===== src/rtl/fetch_ctrl_pkg.sv =====
// Shared definitions for the instruction fetch controller: FSM encoding,
// default reset PC / exception NOP, and the alignment helper.
package fetch_ctrl_pkg;

  typedef enum logic [2:0] {
    ST_IDLE  = 3'd0,
    ST_REQ   = 3'd1,
    ST_VALID = 3'd2,
    ST_EXC   = 3'd3,
    ST_DRAIN = 3'd4
  } state_e;

  localparam logic [31:0] RESET_PC_DEF = 32'h0000_0000;
  localparam logic [31:0] NOP_INST_DEF = 32'h0000_0013;

  // A fetch at a misaligned pc never reaches imem; it is reported instead.
  function automatic state_e fetch_entry_state(input logic [31:0] pc);
    return (pc[1:0] != 2'b00) ? ST_EXC : ST_REQ;
  endfunction

endpackage


===== src/rtl/fetch_ctrl_pc_adder.sv =====
// Sequential-PC incrementer: pc + 4, wrapping modulo 2^32.
module pc_adder (
  input  logic [31:0] pc_i,
  output logic [31:0] pc4_o
);

  assign pc4_o = pc_i + 32'd4;

endmodule


===== src/rtl/fetch_ctrl.sv =====
// Instruction fetch sequencer: owns the PC, runs the imem req/ack handshake,
// presents fetched words to IF/ID and applies redirects from later stages.
import fetch_ctrl_pkg::*;

module fetch_ctrl #(
  parameter logic [31:0] RESET_PC = RESET_PC_DEF,
  parameter logic [31:0] NOP_INST = NOP_INST_DEF
) (
  input  logic        clk,
  input  logic        rst_n,
  output logic        imem_req,
  output logic [31:0] imem_addr,
  input  logic        imem_ack,
  input  logic [31:0] imem_rdata,
  input  logic        stall_in,
  input  logic        redirect,
  input  logic [31:0] redirect_pc,
  output logic        if_valid,
  output logic [31:0] if_inst,
  output logic [31:0] if_pc,
  output logic [31:0] if_pc4,
  output logic        if_misaligned,
  output state_e      dbg_state
);

  // Handshake: imem_req stays high with imem_addr stable until a cycle with
  // imem_ack=1 (ack may arrive in the same cycle req rises); if_valid is held
  // while stall_in=1 and the entry is consumed on the first cycle stall_in=0.

  state_e      state_q, state_d;
  logic [31:0] pc_q, pc_d;
  logic [31:0] drain_addr_q, drain_addr_d;
  logic        valid_q, valid_d;
  logic        mis_q, mis_d;
  logic [31:0] inst_q, inst_d;
  logic [31:0] ipc_q, ipc_d;
  logic [31:0] ipc4_q, ipc4_d;
  logic [31:0] pc_plus4;

  pc_adder u_pc_adder (
    .pc_i  (pc_q),
    .pc4_o (pc_plus4)
  );

  always_comb begin
    state_d      = state_q;
    pc_d         = pc_q;
    drain_addr_d = drain_addr_q;
    valid_d      = valid_q;
    mis_d        = mis_q;
    inst_d       = inst_q;
    ipc_d        = ipc_q;
    ipc4_d       = ipc4_q;

    if (redirect) begin
      pc_d    = redirect_pc;
      valid_d = 1'b0;
      mis_d   = 1'b0;
    end

    unique case (state_q)
      ST_IDLE: state_d = fetch_entry_state(pc_d);
      ST_REQ: begin
        if (redirect) begin
          if (imem_ack) begin
            state_d = fetch_entry_state(redirect_pc);
          end else begin
            // The request is already on the bus; finish it at the old address.
            state_d      = ST_DRAIN;
            drain_addr_d = pc_q;
          end
        end else if (imem_ack) begin
          valid_d = 1'b1;
          inst_d  = imem_rdata;
          ipc_d   = pc_q;
          ipc4_d  = pc_plus4;
          pc_d    = pc_plus4;
          state_d = ST_VALID;
        end
      end
      ST_VALID: begin
        if (redirect) begin
          state_d = fetch_entry_state(pc_d);
        end else if (!stall_in) begin
          valid_d = 1'b0;
          state_d = fetch_entry_state(pc_q);
        end
      end
      ST_EXC: begin
        if (redirect) begin
          state_d = fetch_entry_state(pc_d);
        end else begin
          valid_d = 1'b1;
          mis_d   = 1'b1;
          inst_d  = NOP_INST;
          ipc_d   = pc_q;
          ipc4_d  = pc_plus4;
        end
      end
      ST_DRAIN: begin
        if (imem_ack) state_d = fetch_entry_state(pc_d);
      end
      default: state_d = ST_IDLE;
    endcase
  end

  always_ff @(posedge clk) begin
    if (!rst_n) begin
      state_q      <= ST_IDLE;
      pc_q         <= RESET_PC;
      drain_addr_q <= 32'h0;
      valid_q      <= 1'b0;
      mis_q        <= 1'b0;
      inst_q       <= 32'h0;
      ipc_q        <= 32'h0;
      ipc4_q       <= 32'h0;
    end else begin
      state_q      <= state_d;
      pc_q         <= pc_d;
      drain_addr_q <= drain_addr_d;
      valid_q      <= valid_d;
      mis_q        <= mis_d;
      inst_q       <= inst_d;
      ipc_q        <= ipc_d;
      ipc4_q       <= ipc4_d;
    end
  end

  assign imem_req      = (state_q == ST_REQ) || (state_q == ST_DRAIN);
  assign imem_addr     = (state_q == ST_DRAIN) ? drain_addr_q : pc_q;
  assign if_valid      = valid_q;
  assign if_misaligned = mis_q;
  assign if_inst       = inst_q;
  assign if_pc         = ipc_q;
  assign if_pc4        = ipc4_q;
  assign dbg_state     = state_q;

endmodule


===== config.mk =====
export PLATFORM = sky130hd
export DESIGN_NAME = fetch_ctrl
export DESIGN_NICKNAME = d
export VERILOG_FILES = /design/src/rtl/fetch_ctrl_pkg.sv /design/src/rtl/fetch_ctrl_pc_adder.sv /design/src/rtl/fetch_ctrl.sv
export SDC_FILE = /design/constraint.sdc
export NUM_CORES = 1
export LEC_CHECK = 0
export ABC_AREA = 1
export ABC_CLOCK_PERIOD_IN_PS = 1800
export BUFFER_PORTS_ARGS = -buffer_cell sky130_fd_sc_hd__buf_2
export CAP_MARGIN = 20
export CELL_PAD_IN_SITES_DETAIL_PLACEMENT = 1
export CELL_PAD_IN_SITES_GLOBAL_PLACEMENT = 1
export CORE_MARGIN = 2
export CORE_UTILIZATION = 37
export DETAILED_ROUTE_END_ITERATION = 8
export GPL_TIMING_DRIVEN = 0
export MAX_ROUTING_LAYER = met4
export PLACE_DENSITY = 0.91
export SYNTH_ARGS = -nofsm -noshare
export SYNTH_HDL_FRONTEND = slang
export SYNTH_SLANG_ARGS = --single-unit

===== constraint.sdc =====
create_clock -name clk -period 1.8 [get_ports clk]
set_input_delay 0.45 -clock clk [delete_from_list [all_inputs] [get_ports clk]]
set_output_delay 0.45 -clock clk [all_outputs]
set_load 0.05 [all_outputs]

**Yosys cells after proc, flatten, opt, wreduce, memory -nomap -nowiden**

Cells that the tools add are included.

- Add/sub/neg operators: 1
- $mul: 0
- Divide/modulo/power cells: 0
- Magnitude comparators: 0
- Eq/ne operators: 11
- Shift-type cells: 0
- Multiplexer cells: 38
- Bitwise gates (word level): 1
- Reduce and logical (&&, ||, !) cells: 9

Operators with widths:

| operator | number |
|---|---|
| $mux W32 | 14 |
| $pmux W32 S2 | 3 |
| $add A32 B3 Y32 const B | 1 |
| $mux W3 | 7 |
| $pmux W3 S5 | 1 |
| $ne A2 B2 Y1 const B | 5 |
| $mux W1 | 9 |
| $reduce_and A4 Y1 | 2 |
| $reduce_bool A2 Y1 | 4 |
| $eq A3 B2 Y1 const B | 2 |
| $mux W2 | 3 |
| $ne A3 B3 Y1 const B | 2 |
| $eq A3 B1 Y1 const B | 1 |
| $eq A3 B3 Y1 const B | 1 |
| $logic_not A3 Y1 | 1 |
| $pmux W1 S3 | 1 |
| $reduce_and A3 Y1 | 1 |
| $logic_or A1 B1 Y1 | 1 |
| $not A1 Y1 | 1 |

- Flip-flop bits (word level): 165
- Bits in latches: 0
- RAM bits: 0
- Memory bits (read-only): 0
- Output and inout bits: 134
- Word-level logic and storage cells: 68
- Memories kept: 0

**Logic depth before layout (Yosys ltp)**

Gate-level depths: netlist of the first run.

- Depth in word-level cells: 5
- Gate-level depth with buffers: 10

**Cells and area by module**

From an unflattened synthesis of the first run, not the netlist that was laid out.

- Cells, all modules: 1039
- Area total of the unflattened synthesis: 7327.0 um^2

Modules (own cells, without submodules):

| module | times used | cells each | area each (um^2) |
|---|---|---|---|
| fetch_ctrl | 1 | 862 | 6417.4 |
| pc_adder | 1 | 177 | 909.6 |

**Worst setup path before layout of the first run**

OpenSTA, ideal clock, no wires.

- Path kind: register -> output
- From: register state_q[0], in the netlist dbg_state[0]
- To: output imem_addr[0]
- Arrival: 2.301 ns
- Data required time: 1.350 ns
- Slack: -0.951 ns
- Stages on the path, launching flop included: 6
- Path buffers: 1
- Cell sequence: dfxtp_1 nor2_1 inv_1 nor2_4 clkbuf_1 o21ai_0

- Word-level cells in the longest chain between the ends: 2

Ends and longest elaborated chain:

| item | RTL line | RTL |
|---|---|---|
| start, declared | fetch_ctrl.sv:30 | `state_e state_q, state_d;` |
| start signal, assigned | fetch_ctrl.sv:118 | `state_q <= state_d;` |
| $eq A3 B3 Y1 | fetch_ctrl.sv:130 | `assign imem_addr = (state_q == ST_DRAIN) ? drain_addr_q : pc_q;` |
| $mux W32 | fetch_ctrl.sv:130 |  |
| end, declared | fetch_ctrl.sv:12 | `output logic [31:0] imem_addr,` |

No other way between the ends.

**Final worst setup path of the first run**

- From: register state_q[0], in the netlist dbg_state[0]
- To: output imem_addr[15]

Same word-level chain as after synthesis.

==> impl_metrics.env, run 1 <==
export IMPL_critPathTopFamily="buffers and inverters"
export IMPL_place_congestion=0.928
export IMPL_synth_distinct_cells=31
export IMPL_cpMostUsedCell="nor2_4"
export IMPL_fin_cells=1576
export IMPL_syn_inst=1056
export IMPL_wire_per_inst_um=21.1
export IMPL_cts_buffers=17
export IMPL_met1_usage=0.360
export IMPL_syn_nets=1126
export IMPL_fill_cells=2457
export IMPL_synthToLayoutAreaGrowth_pct=45.0
export IMPL_yosysSeqAreaShare=0.446
export IMPL_ctsRootBufferMaster="clkbuf_16"
export IMPL_hold_class="in -> reg"
export IMPL_die_area_um2=20900
export IMPL_start_kind="flop"
export IMPL_met2_usage=0.556
export IMPL_initial_core_util=0.376
export IMPL_yosys_area_top_type="dfxtp_1"
export IMPL_place_inst=1522
export IMPL_cts_sinks=163
export IMPL_cp_arrival_ns=1.80
export IMPL_synth_edf_count=0
export IMPL_drc=0
export IMPL_timing_fmax_mhz=444
export IMPL_clk_latency_ns=0.45
export IMPL_slowest_stage="dfxtp_4"
export IMPL_setup_viol_count_final=33
export IMPL_antenna_found_initial=1
export IMPL_placement_cell_area_um2=9010
export IMPL_p_per_area_nw_per_um2=1020
export IMPL_grt_usage=0.325
export IMPL_endpoint_kind="output pin"
export IMPL_routed_via_density=5.42
export IMPL_grt_pass1_vias=8914
export IMPL_ys_warn_count=0
export IMPL_violations="setup timing"
export IMPL_crit_chain="nor2_4 > inv_2 > nor2_4 > buf_12 > clkbuf_16 > nand2_4 > o21ai_4 > buf_6"
export IMPL_rsz0062_at_grt="true"
export IMPL_wl_um=33300
export IMPL_dp_hpwl_um=22200
export IMPL_clockBufferDepth=2
export IMPL_hold_violations=0
export IMPL_synth_ff_type="dfxtp_1"
export IMPL_post_route_min_period_ns=2.25
export IMPL_relSlewSlack=0.515
export IMPL_period_share=1.25
export IMPL_crit_path_max_incr_delay_ns=0.36
export IMPL_drive_gt1_frac=0.307
export IMPL_vdd_ir_drop_max_mv=0.704
export IMPL_slew_violations=0
export IMPL_synthTopCellsByArea="dfxtp_1 45%, nand2_1 13%, a21oi_1 9.2%"
export IMPL_grt_pass1_wl_um=49400
export IMPL_whs_ns=0.248
export IMPL_boundaryPins=203
export IMPL_antenna_left=0
export IMPL_multi_input_area_um2=3940
export IMPL_path_class="reg -> out"
export IMPL_cts_max_level=4
export IMPL_path_buf_inv=4
export IMPL_register_area_um2=3280
export IMPL_io_buffers=201
export IMPL_postLayoutCellArea_um2=10600
export IMPL_dieHeight_um=145
export IMPL_drtPass1Iterations=5
export IMPL_drtIter0Drc=522
export IMPL_post_route_util=0.545
export IMPL_use_met3=0.0679
export IMPL_synth_top_area_share=0.446
export IMPL_fin_nets=1367
export IMPL_tightest_slew_ns=0.727
export IMPL_critical_path_required_ns=1.35
export IMPL_grt_overflow_total=0
export IMPL_busiest_layer="met2"
export IMPL_grt_start_max_net_pins=17
export IMPL_drv_cap=0
export IMPL_status="complete, but fails checks"
export IMPL_postCtsHoldBufs=0
export IMPL_syn_area_um2=7320
export IMPL_skew_ns=0.0127
export IMPL_num_vias=8544
export IMPL_die_x_um=145
export IMPL_cts_tree="yes"
export IMPL_ys_ff_latch=163
export IMPL_fin_ws_ns=-0.452
export IMPL_crit_fanout=8
export IMPL_fp_row_count=51
export IMPL_async_flop_share=0
export IMPL_core_area_um2=19500
export IMPL_p_leak_nw=5.17
export IMPL_path_clk_slew_ns=0.07
export IMPL_avgSynthCellArea_um2=6.93
timing repair:
item,4_1_cts,5_1_grt
gates cloned,4,2
pin swaps,4,6
setup buffers,11,5
resized for setup,141,78
endpoints found under the setup margin,74,100
worst reg2reg max path: cells and delay by family, from the launching register on:
family,cells,cell delay (ns)
flops,1,0.37
simple gates,5,0.61
buf+inv,4,0.70
where the power goes:
| part | internal, mW | total, mW | switching (mW) |
|---|---|---|---|
| combinational | 0.780 | 2.70 | 1.92 |
| sequential | 3.89 | 4.11 | 0.220 |
| clock | 2.38 | 4.05 | 1.68 |
| total | 7.04 | 10.9 | 3.82 |
sequential cells by signal, summed over array words and instances, names as in the netlist:
| register | flops |
|---|---|
| if_pc | 32 |
| if_inst | 32 |
| if_pc4 | 30 |
| drain_addr_q | 32 |
| if_misaligned | 1 |
| pc_q | 32 |
| if_valid | 1 |
| dbg_state | 3 |
synth_stat cells, types with 7 or more instances:
cell type,instances
clkbuf_1,32
buf_4,7
o21ai_1,26
nor2_1,75
buf_2,17
a21oi_1,134
nand3_1,70
dfxtp_1,163
nand2_1,244
inv_1,105
o21ai_0,128
through the flow:
stage	power, mW	setup slack (ns)	setup TNS, ns
2_1_floorplan	5.85	0.00689	0
3_3_place_gp	6.47	-0.381	-17.83
3_5_place_dp	6.55	-0.456	-22.92
4_1_cts	10.7	-0.382	-12.14
5_1_grt	11.2	-0.491	-15.55
6_report	10.9	-0.452	-13.21
cells in the final DEF, fill, tap and decap left out, types with 2 or more instances in the layout:
cell type and n:
clkbuf_2 4, a31oi_1 2, buf_2 180, o21ai_0 92
inv_6 3, nand4_1 5, bufinv_16 4, buf_8 17
dfxtp_4 3, clkbuf_1 20, clkbuf_4 5, clkinvlp_4 3
a21oi_1 134, inv_1 102, nand2_4 29, inv_2 8
or2_1 5, buf_6 27, dfxtp_2 2, buf_12 2
buf_1 3, nor2_2 6, o21ai_2 2, nand2_1 207
clkinv_4 4, nand2_2 14, nand3_1 69, dfxtp_1 158
nor2_4 9, nor2_1 66, o21ai_1 31, clkbuf_16 25
o21ai_4 29, o211ai_1 4, a21oi_2 2, buf_4 20
xor2_1 6
final cells by class:
| type | count | share of cell area |
|---|---|---|
| Timing Repair Buffer | 222 | 0.141 |
| Sequential cell | 163 | 0.309 |
| Clock buffer | 18 | 0.0414 |
| Antenna cell | 1 | 0.000236 |
| Multi-Input combinational cell | 718 | 0.371 |
| Tap cell | 265 | 0.0313 |
| Clock inverter | 14 | 0.0189 |
| Inverter | 111 | 0.0398 |
| Buffer | 64 | 0.0468 |
path summary, 6_finish.rpt:
path / from / to / slack (ns) / depth (start not counted)
max: dbg_state[0] / imem_addr[15] / -0.45 / 8
min: imem_rdata[31] / if_inst[31] / 0.25 / 3
max reg2reg: dbg_state[0] / pc_q[7] / 0.03 / 9
min reg2reg: if_inst[30] / if_inst[30] / 0.46 / 2
layer usage:
| layer | routed length (um) | vias up |
|---|---|---|
| met2 | 16600 | 347 |
| met4 | 1480 | 0 |
| li1 | - | 3928 |
| met5 | 0 | - |
| met1 | 13100 | 4165 |
| met3 | 2080 | 104 |
cells by family after synthesis:
family                     synth area share
and+or+nand+nor                       0.235
AOI/OAI and AO/OA                     0.206
adders and majority gates           0.00171
xor gates and xnor gates            0.00838
DFF                                   0.446
buffers and inverters                 0.103
(Power assumes the default switching activity.)
==> run 2: changes to the inputs <==
--- a/config.mk
+++ b/config.mk
@@ -5,18 +5,17 @@
 export SDC_FILE = /design/constraint.sdc
 export NUM_CORES = 1
 export LEC_CHECK = 0
-export ABC_AREA = 1
 export ABC_CLOCK_PERIOD_IN_PS = 1800
 export BUFFER_PORTS_ARGS = -buffer_cell sky130_fd_sc_hd__buf_2
 export CAP_MARGIN = 20
 export CELL_PAD_IN_SITES_DETAIL_PLACEMENT = 1
 export CELL_PAD_IN_SITES_GLOBAL_PLACEMENT = 1
 export CORE_MARGIN = 2
-export CORE_UTILIZATION = 37
+export CORE_UTILIZATION = 38
 export DETAILED_ROUTE_END_ITERATION = 8
 export GPL_TIMING_DRIVEN = 0
 export MAX_ROUTING_LAYER = met4
-export PLACE_DENSITY = 0.91
+export PLACE_DENSITY = 0.9
 export SYNTH_ARGS = -nofsm -noshare
 export SYNTH_HDL_FRONTEND = slang
 export SYNTH_SLANG_ARGS = --single-unit
==> run 2 against run 1 <==
The flow still finishes with violations (setup timing). Setup slack worse by 0.31 ns. Critical path depth down 4. Clock power down 2%. Global-route usage up 7.7 points. Clock skew up 0.015 ns. Fmax down 12%. Clock-buffer cell count up 4. Area after synthesis up 0.60%. Sequential share of layout area down 4.7 points. Worst hold slack worse by 0.033 ns. Critical path type is now reg -> reg. Highest routed layer unchanged.
==> impl_metrics.env, run 2 <==
export IMPL_final_common_cell="buf_2"
export IMPL_fin_nets=1301
export IMPL_whs_ns=0.215
export IMPL_synth_commonest_cells="163 x dfxtp_1, 155 x nand2_1, 82 x a21oi_1"
export IMPL_skew_ns=0.0281
export IMPL_grt_pass1_wl_um=59700
export IMPL_setup_viol_count_final=193
export IMPL_grt_pass1_vias=9874
export IMPL_dieHeight_um=143
export IMPL_vdd_ir_drop_max_mv=1.07
export IMPL_boundaryPins=203
export IMPL_synth_ff_type="dfxtp_1"
export IMPL_drc=0
export IMPL_p_per_area_nw_per_um2=864
export IMPL_grt_overflow_total=0
export IMPL_hold_start="imem_rdata[18]"
export IMPL_wl_um=52900
export IMPL_fin_ws_ns=-0.766
export IMPL_place_inst=1359
export IMPL_path_clk_slew_ns=0.08
export IMPL_core_area_um2=18800
export IMPL_timing_rr_start="pc_q[29]"
export IMPL_final_cell_mix="169 x buf_2, 152 x dfxtp_1, 119 x nand2_1, 69 x buf_6, 67 x buf_4"
export IMPL_clockBufferDepth=2
export IMPL_fin_cells=1506
export IMPL_die_area_um2=20500
export IMPL_ys_ff_latch=163
export IMPL_yosys_area_top_type="dfxtp_1"
export IMPL_endpoint_kind="flop"
export IMPL_num_vias=10450
export IMPL_avgSynthCellArea_um2=8.20
export IMPL_drive_gt1_frac=0.503
export IMPL_dp_hpwl_um=21500
export IMPL_routed_via_density=6.94
export IMPL_synthToLayoutAreaGrowth_pct=70.5
export IMPL_period_share=1.43
export IMPL_syn_inst=898
export IMPL_place_congestion=0.930
export IMPL_drtPass1Iterations=6
export IMPL_syn_area_um2=7360
export IMPL_drv_cap=0
export IMPL_cts_sinks=163
export IMPL_wire_per_inst_um=35.1
export IMPL_cts_max_level=4
export IMPL_async_flop_share=0
export IMPL_drtIter0Drc=1530
export IMPL_synth_distinct_cells=64
export IMPL_cts_tree="yes"
export IMPL_crit_fanout=9
export IMPL_violations="setup timing"
export IMPL_synthTopCellsByArea="dfxtp_1 44%, nand2_1 7.9%, a21oi_1 5.6%"
export IMPL_antenna_left=0
export IMPL_hold_class="in -> reg"
export IMPL_post_route_min_period_ns=2.57
export IMPL_synth_top_area_share=0.443
export IMPL_initial_core_util=0.391
export IMPL_cp_arrival_ns=2.88
export IMPL_status="complete, but fails checks"
export IMPL_grt_usage=0.401
export IMPL_grt_start_max_net_pins=17
export IMPL_rsz0062_at_grt="true"
export IMPL_timing_fmax_mhz=390
export IMPL_syn_nets=968
export IMPL_start_kind="flop"
export IMPL_synth_most_common_cell="dfxtp_1"
export IMPL_die_x_um=143
export IMPL_antenna_found_initial=3
export IMPL_ys_warn_count=0
export IMPL_fp_row_count=50
export IMPL_cts_buffers=17
export IMPL_clk_latency_ns=0.48
export IMPL_tightest_slew_ns=1.15
export IMPL_io_buffers=201
export IMPL_power_mw=10.8
export IMPL_synth_edf_count=0
export IMPL_yosysSeqAreaShare=0.443
export IMPL_ctsRootBufferMaster="clkbuf_16"
export IMPL_path_class="reg -> reg"
export IMPL_relSlewSlack=0.236
export IMPL_cp_startpoint="pc_q[29]"
export IMPL_slew_violations=0
export IMPL_p_leak_nw=5.20
export IMPL_critical_path_required_ns=2.11
export IMPL_hold_violations=0
-- run 2: cell types whose count changed after synthesis, moves of 20 or more --
| cell | change |
|---|---|
| a21oi_1 | -52 |
| a22oi_1 | +30 |
| a31oi_1 | +20 |
| clkbuf_1 | +24 |
| inv_1 | -99 |
| mux2_2 | +28 |
| nand2_1 | -89 |
| nand3_1 | -49 |
| o21ai_0 | -82 |
| o21ai_1 | -26 |
-- run 2: power by group --
group          switching, mW  internal (mW)  leakage [nW]
clock network           1.85           2.11         0.272
registers              0.204           3.77          1.33
logic                   1.83           1.08          3.59
total                   3.88           6.96          5.20
-- run 2: per-layer routing --
layer	wire, um	global-route usage	share of wire	up-vias
li1	-	-	-	3868
met1	17600	0.442	0.33	4947
met2	22600	0.634	0.43	1137
met3	7230	0.120	0.14	498
met4	5400	0.253	0.10	0
met5	0	-	0	-
-- run 2: worst paths after layout --
kind              depth (start not counted)  slack (ns)          end
hold reg to reg                           2        0.45    if_pc[20]
hold / removal                            3        0.22  if_inst[18]
setup reg to reg                          4       -0.77   if_pc4[30]
setup / recovery                          4       -0.77   if_pc4[30]
-- run 2: layout make-up --
class	instances	area [um2]
clock inverters	9	106
inverters	7	26.3
well taps	260	325
fillers	2034	6280
flip-flops and latches	163	3290
repair buffers	321	2690
plain buffers	86	876
diodes	3	7.51
clock buffers	22	464
multi-input cells	635	4770
-- run 2: timing repair --
action                     in CTS  in global routing
pin swaps                      35                 76
setup buffers                  49                 54
gates resized for setup       272                256
hold buffers                    0                  0
setup endpoints to repair     186                194
cloned                         10                 10
-- run 2: critical path, stage by stage (launching register included) --
cell and delay, ns:
dfxtp_1 0.71, and3_1 0.31, nand4_1 0.36, or3_1 0.47, a311oi_2 0.55
-- run 2: logic make-up after synthesis --
logic type                 Yosys count  share of synthesized area
AOI/OAI and AO/OA                  239                      0.201
and+or+nand+nor                    341                      0.223
buffers and inverters              101                     0.0580
adders and majority gates            1                    0.00170
muxes                               31                     0.0469
DFF                                163                      0.443
xor gates and xnor gates            22                     0.0262
-- run 2: through the flow --
step	TNS [ns]	utilization	setup slack, ns	instance area (um2)
after floorplan	-4.74	-	-0.184	7610
after global placement	-76.76	0.475	-0.690	8940
after detailed placement	-89.85	0.475	-0.799	8940
after CTS	-30.05	0.591	-0.610	11100
after global routing	-71.46	0.667	-0.795	12600
final	-65.73	0.667	-0.766	12600
